## config.mk

```make
export PLATFORM = sky130hd
export DESIGN_NAME = lcb_responder_flat
export DESIGN_NICKNAME = d
export VERILOG_FILES = /design/src/rtl/lcb_responder_if.sv /design/src/rtl/lcb_responder.sv /design/src/flat_wrapper.sv
export SDC_FILE = /design/constraint.sdc
export NUM_CORES = 1
export LEC_CHECK = 0
export BUFFER_PORTS_ARGS = -buffer_cell sky130_fd_sc_hd__buf_2
export CAP_MARGIN = 20
export CORE_MARGIN = 8
export CORE_UTILIZATION = 45
export CTS_BUF_LIST = sky130_fd_sc_hd__clkbuf_8
export DETAILED_ROUTE_END_ITERATION = 7
export PLACE_DENSITY = 0.68
export REMOVE_ABC_BUFFERS = 1
export SLEW_MARGIN = 20
export SYNTH_ARGS = -nofsm -noshare
export SYNTH_HDL_FRONTEND = slang
export SYNTH_SLANG_ARGS = --single-unit
```

## constraint.sdc

```tcl
create_clock -name clk -period 4.6 [get_ports clk]
set_input_delay 0.92 -clock clk [delete_from_list [all_inputs] [get_ports clk]]
set_output_delay 0.92 -clock clk [all_outputs]
set_load 0.01 [all_outputs]
```

## src/rtl/lcb_responder_if.sv

```systemverilog
// Signal bundle between the LCB responder and its surroundings: byte links, bus direction,
// sample memory port and request status.
interface lcb_responder_if;
  logic [7:0]  rx_data;
  logic        rx_valid;
  logic [7:0]  tx_data;
  logic        tx_load;
  logic        tx_ready;
  logic        dir_tx;
  logic        dir_rx;
  logic [8:0]  smp_addr;
  logic        smp_rden;
  logic [11:0] smp_data;
  logic [4:0]  cycle_num;
  logic        frame_ok;
  logic        frame_err;

  // Responder side of the link.
  modport slave (
    input  rx_data, rx_valid, tx_ready, smp_data,
    output tx_data, tx_load, dir_tx, dir_rx, smp_addr, smp_rden,
           cycle_num, frame_ok, frame_err
  );

  // Environment side: deserialiser, serialiser, sample memory, monitor.
  modport master (
    output rx_data, rx_valid, tx_ready, smp_data,
    input  tx_data, tx_load, dir_tx, dir_rx, smp_addr, smp_rden,
           cycle_num, frame_ok, frame_err
  );
endinterface

```

## src/rtl/lcb_responder.sv

```systemverilog
// LCB link slave emulator: validates fixed-length requests and answers with a frame of
// 12-bit samples read from a sample memory, driving the RS-485 direction around it.
module lcb_responder #(
  parameter int unsigned REQ_BYTES  = 14,
  parameter int unsigned RSP_WORDS  = 12,
  parameter logic [7:0]  SYNC       = 8'h55,
  parameter int unsigned TIMEOUT    = 800,
  parameter int unsigned TURNAROUND = 80,
  parameter int unsigned GUARD      = 80
) (
  input  logic           clk,
  input  logic           reset,
  lcb_responder_if.slave bus
);

  localparam int unsigned   CW       = 16;
  localparam int unsigned   TX_BYTES = 3 + 2 * RSP_WORDS;
  localparam logic [4:0]    REQ_LAST = 5'(REQ_BYTES - 1);
  localparam logic [5:0]    TX_LAST  = 6'(TX_BYTES - 1);
  localparam logic [4:0]    WORDS    = 5'(RSP_WORDS);
  localparam logic [CW-1:0] TO_LAST  = CW'(TIMEOUT - 1);
  localparam logic [CW-1:0] TA_LAST  = CW'(TURNAROUND - 1);
  localparam logic [CW-1:0] TA_PRE   = CW'(TURNAROUND - 2);
  localparam logic [CW-1:0] GD_LAST  = CW'(GUARD - 1);

  typedef enum logic [2:0] {
    S_HUNT, S_RECV, S_CHECK, S_TURN, S_SEND, S_DRAIN, S_GUARD
  } state_e;

  function automatic logic [7:0] sum8(input logic [7:0] a, input logic [7:0] b);
    return a + b;
  endfunction

  state_e        state_q, state_d;
  logic          rx_valid_q, rx_valid_d;
  logic [4:0]    byte_cnt_q, byte_cnt_d;
  logic [7:0]    sum_q, sum_d;
  logic [7:0]    chk_q, chk_d;
  logic [4:0]    cyc_q, cyc_d;
  logic [CW-1:0] cnt_q, cnt_d;
  logic [4:0]    cycle_num_q, cycle_num_d;
  logic          frame_ok_q, frame_ok_d;
  logic          frame_err_q, frame_err_d;
  logic          dir_tx_q, dir_tx_d;
  logic          dir_rx_q, dir_rx_d;
  logic [7:0]    tx_data_q, tx_data_d;
  logic          tx_load_q, tx_load_d;
  logic          tx_hold_q, tx_hold_d;
  logic [5:0]    tx_idx_q, tx_idx_d;
  logic [7:0]    tx_sum_q, tx_sum_d;
  logic [4:0]    fetch_idx_q, fetch_idx_d;
  logic [8:0]    smp_addr_q, smp_addr_d;
  logic          smp_rden_q, smp_rden_d;
  logic          rd1_q, rd1_d;
  logic          rd2_q, rd2_d;
  logic [11:0]   word_q, word_d;
  logic          word_vld_q, word_vld_d;

  logic          strobe_s;
  logic          tx_go_s;
  logic          fetch_go_s;
  logic [7:0]    tx_byte_s;
  logic          byte_rdy_s;
  logic          low_byte_s;

  // Next-state, datapath and output computation for the whole request/response sequence.
  always_comb begin
    state_d     = state_q;
    rx_valid_d  = bus.rx_valid;
    byte_cnt_d  = byte_cnt_q;
    sum_d       = sum_q;
    chk_d       = chk_q;
    cyc_d       = cyc_q;
    cnt_d       = cnt_q;
    cycle_num_d = cycle_num_q;
    frame_ok_d  = 1'b0;
    frame_err_d = 1'b0;
    dir_tx_d    = dir_tx_q;
    tx_data_d   = tx_data_q;
    tx_load_d   = 1'b0;
    tx_hold_d   = tx_load_q;
    tx_idx_d    = tx_idx_q;
    tx_sum_d    = tx_sum_q;
    fetch_idx_d = fetch_idx_q;
    smp_addr_d  = smp_addr_q;
    smp_rden_d  = 1'b0;
    rd1_d       = smp_rden_q;
    rd2_d       = rd1_q;
    word_d      = word_q;
    word_vld_d  = word_vld_q;

    strobe_s   = bus.rx_valid & ~rx_valid_q;
    // The serialiser's ready is stale for the load cycle and the one after it.
    tx_go_s    = bus.tx_ready & ~tx_load_q & ~tx_hold_q;
    fetch_go_s = ~word_vld_q & ~smp_rden_q & ~rd1_q & ~rd2_q & (fetch_idx_q < WORDS);
    low_byte_s = 1'b0;
    byte_rdy_s = 1'b1;

    if (tx_idx_q == 6'd0) begin
      tx_byte_s = SYNC;
    end else if (tx_idx_q == 6'd1) begin
      tx_byte_s = {3'b000, cycle_num_q};
    end else if (tx_idx_q == TX_LAST) begin
      tx_byte_s = tx_sum_q;
    end else if (tx_idx_q[0] == 1'b0) begin
      tx_byte_s  = {4'h0, word_q[11:8]};
      byte_rdy_s = word_vld_q;
    end else begin
      tx_byte_s  = word_q[7:0];
      byte_rdy_s = word_vld_q;
      low_byte_s = 1'b1;
    end

    if (rd2_q) begin
      word_d     = bus.smp_data;
      word_vld_d = 1'b1;
    end else begin
      word_d     = word_q;
    end

    case (state_q)
      S_HUNT: begin
        if (strobe_s && (bus.rx_data == SYNC)) begin
          byte_cnt_d = 5'd1;
          sum_d      = SYNC;
          cnt_d      = '0;
          state_d    = S_RECV;
        end else begin
          byte_cnt_d = 5'd0;
        end
      end
      S_RECV: begin
        if (strobe_s) begin
          cnt_d = '0;
          if (byte_cnt_q == REQ_LAST) begin
            chk_d   = bus.rx_data;
            state_d = S_CHECK;
          end else begin
            sum_d      = sum8(sum_q, bus.rx_data);
            byte_cnt_d = byte_cnt_q + 5'd1;
            if (byte_cnt_q == 5'd1) begin
              cyc_d = bus.rx_data[4:0];
            end else begin
              cyc_d = cyc_q;
            end
          end
        end else if (cnt_q == TO_LAST) begin
          frame_err_d = 1'b1;
          byte_cnt_d  = 5'd0;
          state_d     = S_HUNT;
        end else begin
          cnt_d = cnt_q + 16'd1;
        end
      end
      S_CHECK: begin
        byte_cnt_d = 5'd0;
        cnt_d      = '0;
        if (chk_q == sum_q) begin
          frame_ok_d  = 1'b1;
          cycle_num_d = cyc_q;
          state_d     = S_TURN;
        end else begin
          frame_err_d = 1'b1;
          state_d     = S_HUNT;
        end
      end
      S_TURN: begin
        if (!dir_tx_q) begin
          if (cnt_q == TA_LAST) begin
            dir_tx_d = 1'b1;
            cnt_d    = '0;
          end else begin
            cnt_d = cnt_q + 16'd1;
          end
        // Leave one cycle early: the first tx_load is registered out of SEND.
        end else if (cnt_q == TA_PRE) begin
          tx_idx_d    = 6'd0;
          tx_sum_d    = 8'h00;
          fetch_idx_d = 5'd0;
          word_vld_d  = 1'b0;
          state_d     = S_SEND;
        end else begin
          cnt_d = cnt_q + 16'd1;
        end
      end
      S_SEND: begin
        if (fetch_go_s) begin
          smp_rden_d  = 1'b1;
          smp_addr_d  = {cycle_num_q, fetch_idx_q[3:0]};
          fetch_idx_d = fetch_idx_q + 5'd1;
        end else begin
          smp_addr_d = smp_addr_q;
        end
        if (tx_go_s && byte_rdy_s) begin
          tx_data_d = tx_byte_s;
          tx_load_d = 1'b1;
          tx_sum_d  = sum8(tx_sum_q, tx_byte_s);
          if (low_byte_s) begin
            word_vld_d = 1'b0;
          end else begin
            word_vld_d = word_vld_q;
          end
          if (tx_idx_q == TX_LAST) begin
            state_d = S_DRAIN;
          end else begin
            tx_idx_d = tx_idx_q + 6'd1;
          end
        end else begin
          tx_data_d = tx_data_q;
        end
      end
      S_DRAIN: begin
        if (tx_go_s) begin
          cnt_d   = '0;
          state_d = S_GUARD;
        end else begin
          cnt_d = cnt_q;
        end
      end
      S_GUARD: begin
        if (cnt_q == GD_LAST) begin
          dir_tx_d = 1'b0;
          state_d  = S_HUNT;
        end else begin
          cnt_d = cnt_q + 16'd1;
        end
      end
      default: begin
        dir_tx_d = 1'b0;
        state_d  = S_HUNT;
      end
    endcase

    dir_rx_d = ~dir_tx_d;
  end

  // State and output registers; reset drops the bus driver immediately.
  always_ff @(posedge clk or negedge reset) begin
    if (!reset) begin
      state_q     <= S_HUNT;
      rx_valid_q  <= 1'b0;
      byte_cnt_q  <= 5'd0;
      sum_q       <= 8'h00;
      chk_q       <= 8'h00;
      cyc_q       <= 5'd0;
      cnt_q       <= '0;
      cycle_num_q <= 5'd0;
      frame_ok_q  <= 1'b0;
      frame_err_q <= 1'b0;
      dir_tx_q    <= 1'b0;
      dir_rx_q    <= 1'b1;
      tx_data_q   <= 8'h00;
      tx_load_q   <= 1'b0;
      tx_hold_q   <= 1'b0;
      tx_idx_q    <= 6'd0;
      tx_sum_q    <= 8'h00;
      fetch_idx_q <= 5'd0;
      smp_addr_q  <= 9'd0;
      smp_rden_q  <= 1'b0;
      rd1_q       <= 1'b0;
      rd2_q       <= 1'b0;
      word_q      <= 12'h000;
      word_vld_q  <= 1'b0;
    end else begin
      state_q     <= state_d;
      rx_valid_q  <= rx_valid_d;
      byte_cnt_q  <= byte_cnt_d;
      sum_q       <= sum_d;
      chk_q       <= chk_d;
      cyc_q       <= cyc_d;
      cnt_q       <= cnt_d;
      cycle_num_q <= cycle_num_d;
      frame_ok_q  <= frame_ok_d;
      frame_err_q <= frame_err_d;
      dir_tx_q    <= dir_tx_d;
      dir_rx_q    <= dir_rx_d;
      tx_data_q   <= tx_data_d;
      tx_load_q   <= tx_load_d;
      tx_hold_q   <= tx_hold_d;
      tx_idx_q    <= tx_idx_d;
      tx_sum_q    <= tx_sum_d;
      fetch_idx_q <= fetch_idx_d;
      smp_addr_q  <= smp_addr_d;
      smp_rden_q  <= smp_rden_d;
      rd1_q       <= rd1_d;
      rd2_q       <= rd2_d;
      word_q      <= word_d;
      word_vld_q  <= word_vld_d;
    end
  end

  assign bus.tx_data   = tx_data_q;
  assign bus.tx_load   = tx_load_q;
  assign bus.dir_tx    = dir_tx_q;
  assign bus.dir_rx    = dir_rx_q;
  assign bus.smp_addr  = smp_addr_q;
  assign bus.smp_rden  = smp_rden_q;
  assign bus.cycle_num = cycle_num_q;
  assign bus.frame_ok  = frame_ok_q;
  assign bus.frame_err = frame_err_q;

endmodule

```

## src/flat_wrapper.sv

```systemverilog
// flat-port wrapper written by rule: the top's interface ports become plain ports
module lcb_responder_flat 
#(
  parameter int unsigned REQ_BYTES  = 14,
  parameter int unsigned RSP_WORDS  = 12,
  parameter logic [7:0]  SYNC       = 8'h55,
  parameter int unsigned TIMEOUT    = 800,
  parameter int unsigned TURNAROUND = 80,
  parameter int unsigned GUARD      = 80
)
  (clk, reset, bus_rx_data, bus_rx_valid, bus_tx_ready, bus_smp_data, bus_tx_data, bus_tx_load, bus_dir_tx, bus_dir_rx, bus_smp_addr, bus_smp_rden, bus_cycle_num, bus_frame_ok, bus_frame_err);
  lcb_responder_if bus_i ();
  input  logic clk;
  input  logic reset;
  input wire logic [$bits(bus_i.rx_data)-1:0] bus_rx_data;
  input wire logic [$bits(bus_i.rx_valid)-1:0] bus_rx_valid;
  input wire logic [$bits(bus_i.tx_ready)-1:0] bus_tx_ready;
  input wire logic [$bits(bus_i.smp_data)-1:0] bus_smp_data;
  output wire logic [$bits(bus_i.tx_data)-1:0] bus_tx_data;
  output wire logic [$bits(bus_i.tx_load)-1:0] bus_tx_load;
  output wire logic [$bits(bus_i.dir_tx)-1:0] bus_dir_tx;
  output wire logic [$bits(bus_i.dir_rx)-1:0] bus_dir_rx;
  output wire logic [$bits(bus_i.smp_addr)-1:0] bus_smp_addr;
  output wire logic [$bits(bus_i.smp_rden)-1:0] bus_smp_rden;
  output wire logic [$bits(bus_i.cycle_num)-1:0] bus_cycle_num;
  output wire logic [$bits(bus_i.frame_ok)-1:0] bus_frame_ok;
  output wire logic [$bits(bus_i.frame_err)-1:0] bus_frame_err;
  assign bus_i.rx_data = bus_rx_data;
  assign bus_i.rx_valid = bus_rx_valid;
  assign bus_i.tx_ready = bus_tx_ready;
  assign bus_i.smp_data = bus_smp_data;
  assign bus_tx_data = bus_i.tx_data;
  assign bus_tx_load = bus_i.tx_load;
  assign bus_dir_tx = bus_i.dir_tx;
  assign bus_dir_rx = bus_i.dir_rx;
  assign bus_smp_addr = bus_i.smp_addr;
  assign bus_smp_rden = bus_i.smp_rden;
  assign bus_cycle_num = bus_i.cycle_num;
  assign bus_frame_ok = bus_i.frame_ok;
  assign bus_frame_err = bus_i.frame_err;
  lcb_responder #(.REQ_BYTES(REQ_BYTES), .RSP_WORDS(RSP_WORDS), .SYNC(SYNC), .TIMEOUT(TIMEOUT), .TURNAROUND(TURNAROUND), .GUARD(GUARD)) u_core (.clk(clk), .reset(reset), .bus(bus_i));
endmodule
```

### Yosys cells after proc, flatten, opt, wreduce, memory -nomap -nowiden

Index checks and enable logic that the tools add are counted.

| word-level totals | value |
|---|---|
| memories kept | 0 |
| bits in registers | 109 |
| memory bits (read-only) | 0 |
| output and inout port bits | 28 |
| bits in latches | 0 |
| memory bits (writable) | 0 |
| input port bits | 24 |

| operators by class | value |
|---|---|
| mux-type cells | 74 |
| equality and inequality tests | 33 |
| shifts and indexed selects | 0 |
| divide/modulo/power cells | 0 |
| order comparisons | 1 |
| reduce and logical (&&, ||, !) cells | 21 |
| $mul | 0 |
| bitwise gates (word level) | 16 |
| add/subtract/negate cells | 6 |

Operator list:

| cell | number |
|---|---|
| 16-bit two-way mux | 8 |
| 16-bit case mux with 6 select lines | 1 |
| 8-bit two-way mux | 10 |
| 16-bit by 7-bit == test with 1-bit output, second input constant | 2 |
| 8-bit case mux with 2 select lines | 2 |
| 3-bit two-way mux | 10 |
| 5-bit two-way mux | 6 |
| 1-bit two-way mux | 25 |
| 6-bit two-way mux | 4 |
| 3-bit case mux with 7 select lines | 1 |
| 2-bit by 1-bit inequality test with 1-bit output, second input constant | 9 |
| 16-bit by 1-bit adder with 16-bit output, second input constant | 1 |
| 8-bit adder | 2 |
| 16-bit by 10-bit == test with 1-bit output, second input constant | 1 |
| 4-bit AND reduction | 4 |
| 5-bit case mux with 3 select lines | 1 |
| 6-bit case mux with 2 select lines | 1 |
| 5-bit by 1-bit adder with 5-bit output, second input constant | 2 |
| 5-bit case mux with 2 select lines | 1 |
| 3-bit == test, second input constant | 3 |
| 3-bit inequality test, second input constant | 3 |
| 1-bit inverter | 9 |
| 9-bit AND reduction | 1 |
| 8-bit by 7-bit == test with 1-bit output, second input constant | 1 |
| 27 further kinds | 43 |

### Depth between registers and ports, before layout

| depth | value |
|---|---|
| word-level depth | 7 |
| gate-level depth with buffers | 15 |
| mapped depth without buffers | 14 |

### Least setup slack after synthesis

No wires, ideal clock.

| path | value |
|---|---|
| path kind | register -> register |
| start point | register u_core.tx_idx_q[0] |
| end point | register u_core.tx_sum_q[7] |
| cell stages (with the launch flop) | 16 |
| data required time | 4.479 ns |
| arrival time | 3.193 ns |
| library setup time | 0.121 ns |
| slack | 1.286 ns |
| buffers on the path | 2 |
| cell sequence | dfrtp_1 -> clkbuf_1 -> inv_1 -> ha_1 -> and4_1 -> clkbuf_1 -> nor2_1 -> a21oi_1 -> o21ai_0 -> ha_1 -> a21oi_1 -> nor2b_1 -> o31a_1 -> o41ai_1 -> xor2_1 -> a22o_1 |

| between the ends | value |
|---|---|
| longest elaborated chain between the ends | 7 |
| elaborated cells between the ends (all ways) | 16 |
| those cells by class | add/sub (1); eq/ne (3); mux (9); reduce/logical (3) |

RTL lines:

| element | RTL line | source |
|---|---|---|
| start, declared | lcb_responder.sv:49 | `logic [5:0] tx_idx_q, tx_idx_d;` |
| start signal, assigned | lcb_responder.sv:280 | `tx_idx_q <= tx_idx_d;` |
| 6-bit by 5-bit == test with 1-bit output or 8-bit two-way mux (tied branches) | lcb_responder.sv:103, lcb_responder.sv:105 |  |
| 8-bit two-way mux | lcb_responder.sv:103 | `end else if (tx_idx_q == TX_LAST) begin` |
| 8-bit two-way mux | lcb_responder.sv:101 | `end else if (tx_idx_q == 6'd1) begin` |
| 8-bit two-way mux * | lcb_responder.sv:99 | `if (tx_idx_q == 6'd0) begin` |
| via u_core.tx_byte_s[1] | lcb_responder.sv:62 | `logic [7:0] tx_byte_s;` |
| 8-bit adder * | lcb_responder.sv:31 | `return a + b;` |
| 8-bit two-way mux * | lcb_responder.sv:194 | `if (tx_go_s && byte_rdy_s) begin` |
| 8-bit case mux with 2 select lines * | lcb_responder.sv:121 | `case (state_q)` |
| end signal, assigned | lcb_responder.sv:281 | `tx_sum_q <= tx_sum_d;` |
| end, declared | lcb_responder.sv:50 | `logic [7:0] tx_sum_q, tx_sum_d;` |

The timed path passes the listed nets; every way through them passes the cells marked *. The select of a mux whose other input is x is not followed.
A chain may end at the register's enable or synchronous reset.

### Final worst setup path

| path | value |
|---|---|
| start point | register u_core.tx_idx_q[0] |
| end point | register u_core.tx_sum_q[6] |

The elaborated chain is that of the path after synthesis.

==> results.cfg <==
[pwr]
p_sw_share_pct = 40.6
clockPowerShare_pct = 16.2
power.leakage_nw = 2.98
fin_total_pwr_w = 0.00346
vdd_ir_drop_max_mv = 0.175
cellPowerDensity_nw_per_um2 = 544
p_sw_w = 0.00141
p_seq_share_pct = 42.2
intPower_w = 0.00206
combPwrFrac_pct = 41.6

[synth]
synth_top_area_share_pct = 46.6
synth_compound_area_share_pct = 14.3
synth-edff-count = 0
synth_xor_area_share_pct = 4.07
yosysSeqAreaShare_pct = 47.0
postSynthCellCount = 560
synth_mux_area_share_pct = 8.06
synth_seq_cells = 109
ys_top_cells_by_area = dfrtp_1 47%, mux2_2 7.4%, ha_1 5.0%, nand2_1 4.9%, nor2_1 2.8%
synthArstFlopShare_pct = 100
synth_adder_area_share_pct = 5.65
yosysTopAreaCell = dfrtp_1
synth_ff_type = dfrtp_1
synth.distinct_cells = 67
ys_warn_count = 0
synth_top_family_by_area = simple AND/OR/NAND/NOR gates
synth_simple_gate_area_share_pct = 18.1
netlist_area_um2 = 5800
avgSynthCellArea_um2 = 10.4

[detailed_routing]
ant_nets = 0
vias = 4366
viasPerCell = 5.59
drc = 0
routedWlPerCell_um = 16.2
wl_mm = 12.7
drtPass1Iterations = 4
initialDrtViolationCount = 282

[layout]
drive_gt1_share_pct = 21.2
syn_to_final_growth_pct = 9.68
regArea_um2 = 2730
layout.nets = 654
post-route-util_pct = 50.4
fillCellCount = 1188
num_antenna_cells = 0
final_area_um2 = 6370
multi_input_area_um2 = 2920

[sta]
relSlewSlack_pct = 46.1
finClkSkew_ns = 0.0105
finalCritPeriodShare_pct = 75.4
finalCriticalPeriod_ns = 3.47
tightest_slew_ns = 0.808
fin_setup_tns_ns = 0
hold_viol = 0
rsz0062_at_grt = false
finalMaxSlewViolations = 0
fmax_mhz = 288
setup_slack_ns = 1.13
setup_viol = 0

[hold_path]
min_path_type = flop to flop

[placed_design]
io_buffers = 51
dpl_worst_slack_ns = 1.14
dpl_cell_area_um2 = 6180
dp_hpwl_mm = 9.28
place_congestion = 0.922

[floorplan]
dieArea_um2 = 16800
start_util_pct = 46.0
chipHeight_um = 130
rows = 41
die_w_um = 130
ioPinCount = 52
core_area_um2 = 12600

[global_route]
antenna_found_initial = 0
grt_pass1_wl_mm = 21.8
grt_pass1_vias = 4442
grt_start_max_net_pins = 65
grt_util_all_layers_pct = 16.4
grt_overflow = 0

[clock_tree]
postCtsHoldBufs = 0
cts_tree = done
htreeDepth = 3
post_cts_buffers = 0
clkTransAtPathRegs_ns = 0.11
clk_latency_ns = 0.39
postCtsResizedCells = 0
clock_sinks = 109
cts_buffers = 9
cts_root_buf = clkbuf_8
clockBufferDepth = 2

[worst_setup_path]
worst-path-max-fanout = 12
worst_setup_path_start_kind = flop
rr_endpoint = u_core.tx_sum_q[6]$_DFFE_PN0P_
r2r_cells = 13
ff2ff_setup_slack_ns = 1.13
arrival_ns = 3.71
reg2reg_from = u_core.tx_idx_q[0]$_DFFE_PN0P_
endpoint_kind = flop
path_class = flop to flop
setup.worst_path.start = u_core.tx_idx_q[0]$_DFFE_PN0P_
worstPathRequired_ns = 4.85
crit_end = u_core.tx_sum_q[6]$_DFFE_PN0P_

[outcome]
run_status = finished, final reports clean

[run]
cap_violations = 0
## synth_stat cells, drive strengths merged (3+ instances only)
cell and instances:
o41ai 5, o31ai 16, nor2b 7, o21a 5, nor2 44, ha 23
and3 7, nand4 10, a31oi 4, xnor2 15, nor3 10, nand3 23
nor4 5, or3b 3, nand2 75, mux2 38, a21oi 21, clkbuf 10
a21o 5, a22o 9, xor2 12, o21ai 32, and4 3, nand2b 5
or3 3, mux2i 4, buf 10, inv 12, dfrtp 108
## cell usage in the layout (no fill, tap or decap), drive strengths merged, types with 3 or more instances in the layout
cell / netlist / final
o31ai: 16 / 16
nor4: 5 / 5
xnor2: 15 / 15
xor2: 12 / 12
and3: 7 / 7
and4: 3 / 3
a22o: 9 / 9
nor2b: 7 / 7
nand2b: 5 / 5
o41ai: 5 / 5
mux2: 38 / 38
mux2i: 4 / 4
or3b: 3 / 3
nand2: 75 / 75
a21oi: 21 / 21
nand4: 10 / 10
a21o: 5 / 5
dfrtp: 108 / 108
a31oi: 4 / 4
inv: 12 / 16
ha: 23 / 23
nand3: 23 / 23
nor2: 44 / 44
o21a: 5 / 5
clkbuf: 10 / 9
buf: 10 / 54
nor3: 10 / 10
o21ai: 32 / 32
or3: 3 / 3
## routing by layer
| metal | vias to the layer above | part of all wire, % | track usage (%) |
|---|---|---|---|
| met4 | 0 | 1.7 | 6.63 |
| met3 | 14 | 4.4 | 3.08 |
| met2 | 87 | 48 | 26.7 |
| met1 | 2153 | 45 | 20.9 |
| met5 | - | 0 | 0 |
| li1 | 2112 | - | - |
## registers in the layout, summed over array words and instances, names as in the netlist, 6 cells and up
| name | cells |
|---|---|
| u_core.tx_sum_q | 8 |
| u_core.tx_idx_q | 6 |
| u_core.bus.smp_addr | 9 |
| u_core.chk_q | 8 |
| u_core.bus.tx_data | 8 |
| u_core.cnt_q | 16 |
| u_core.sum_q | 8 |
| u_core.word_q | 12 |
## worst max-delay path: stages (launching register included)
cell     delay, ns
dfrtp_1       0.55
inv_1         0.19
ha_1          0.18
nand4_1       0.34
o21ai_0       0.28
a21oi_1       0.11
ha_1          0.25
fa_1          0.43
a21o_1        0.18
a21o_1        0.20
a21o_1        0.18
a21oi_1       0.17
xor2_1        0.16
o21ai_0       0.08
## worst min path at each step
stage,start,end,slack (ns),cells after the start
after floorplan,u_core.rd1_q$_DFF_PN0_,u_core.rd2_q$_DFF_PN0_,0.35,0
after global placement,u_core.rd1_q$_DFF_PN0_,u_core.rd2_q$_DFF_PN0_,0.36,0
after detailed placement,u_core.rd1_q$_DFF_PN0_,u_core.rd2_q$_DFF_PN0_,0.37,0
after CTS,u_core.rd1_q$_DFF_PN0_,u_core.rd2_q$_DFF_PN0_,0.39,0
after global routing,u_core.rd1_q$_DFF_PN0_,u_core.rd2_q$_DFF_PN0_,0.40,0
final,u_core.rd1_q$_DFF_PN0_,u_core.rd2_q$_DFF_PN0_,0.39,0
## final cells by class
class                   instances  area share, %
flip-flops and latches        109           42.9
well taps                     172           3.38
multi-input cells             419           45.8
inverters                      12          0.708
repair buffers                 54           4.40
clock inverters                 6          0.865
clock buffers                   9           1.95
## power by group through the flow
stage,Sequential [W],Clock (W),Combinational [W]
floorplan,0.00143,0,0.00107
global placement,0.00147,0,0.00139
detailed placement,0.00148,0,0.00143
CTS,0.00146,0.000580,0.00144
global route,0.00151,0.000616,0.00162
finish,0.00146,0.000562,0.00144
## per-stage QoR
step | hold slack [ns] | std cells
6_report | 0.391 | 781
4_1_cts | 0.393 | 781
5_1_grt | 0.403 | 781
2_1_floorplan | 0.355 | 540
3_5_place_dp | 0.370 | 766
3_3_place_gp | 0.363 | 766
## kinds of logic after synthesis
logic type                 Yosys count
adders and majority gates           25
DFF                                109
xor gates and xnor gates            27
muxes                               42
and+or+nand+nor                    209
buffers and inverters               32
AOI/OAI and AO/OA                  116
No activity file was read; power rests on OpenSTA's default activity.
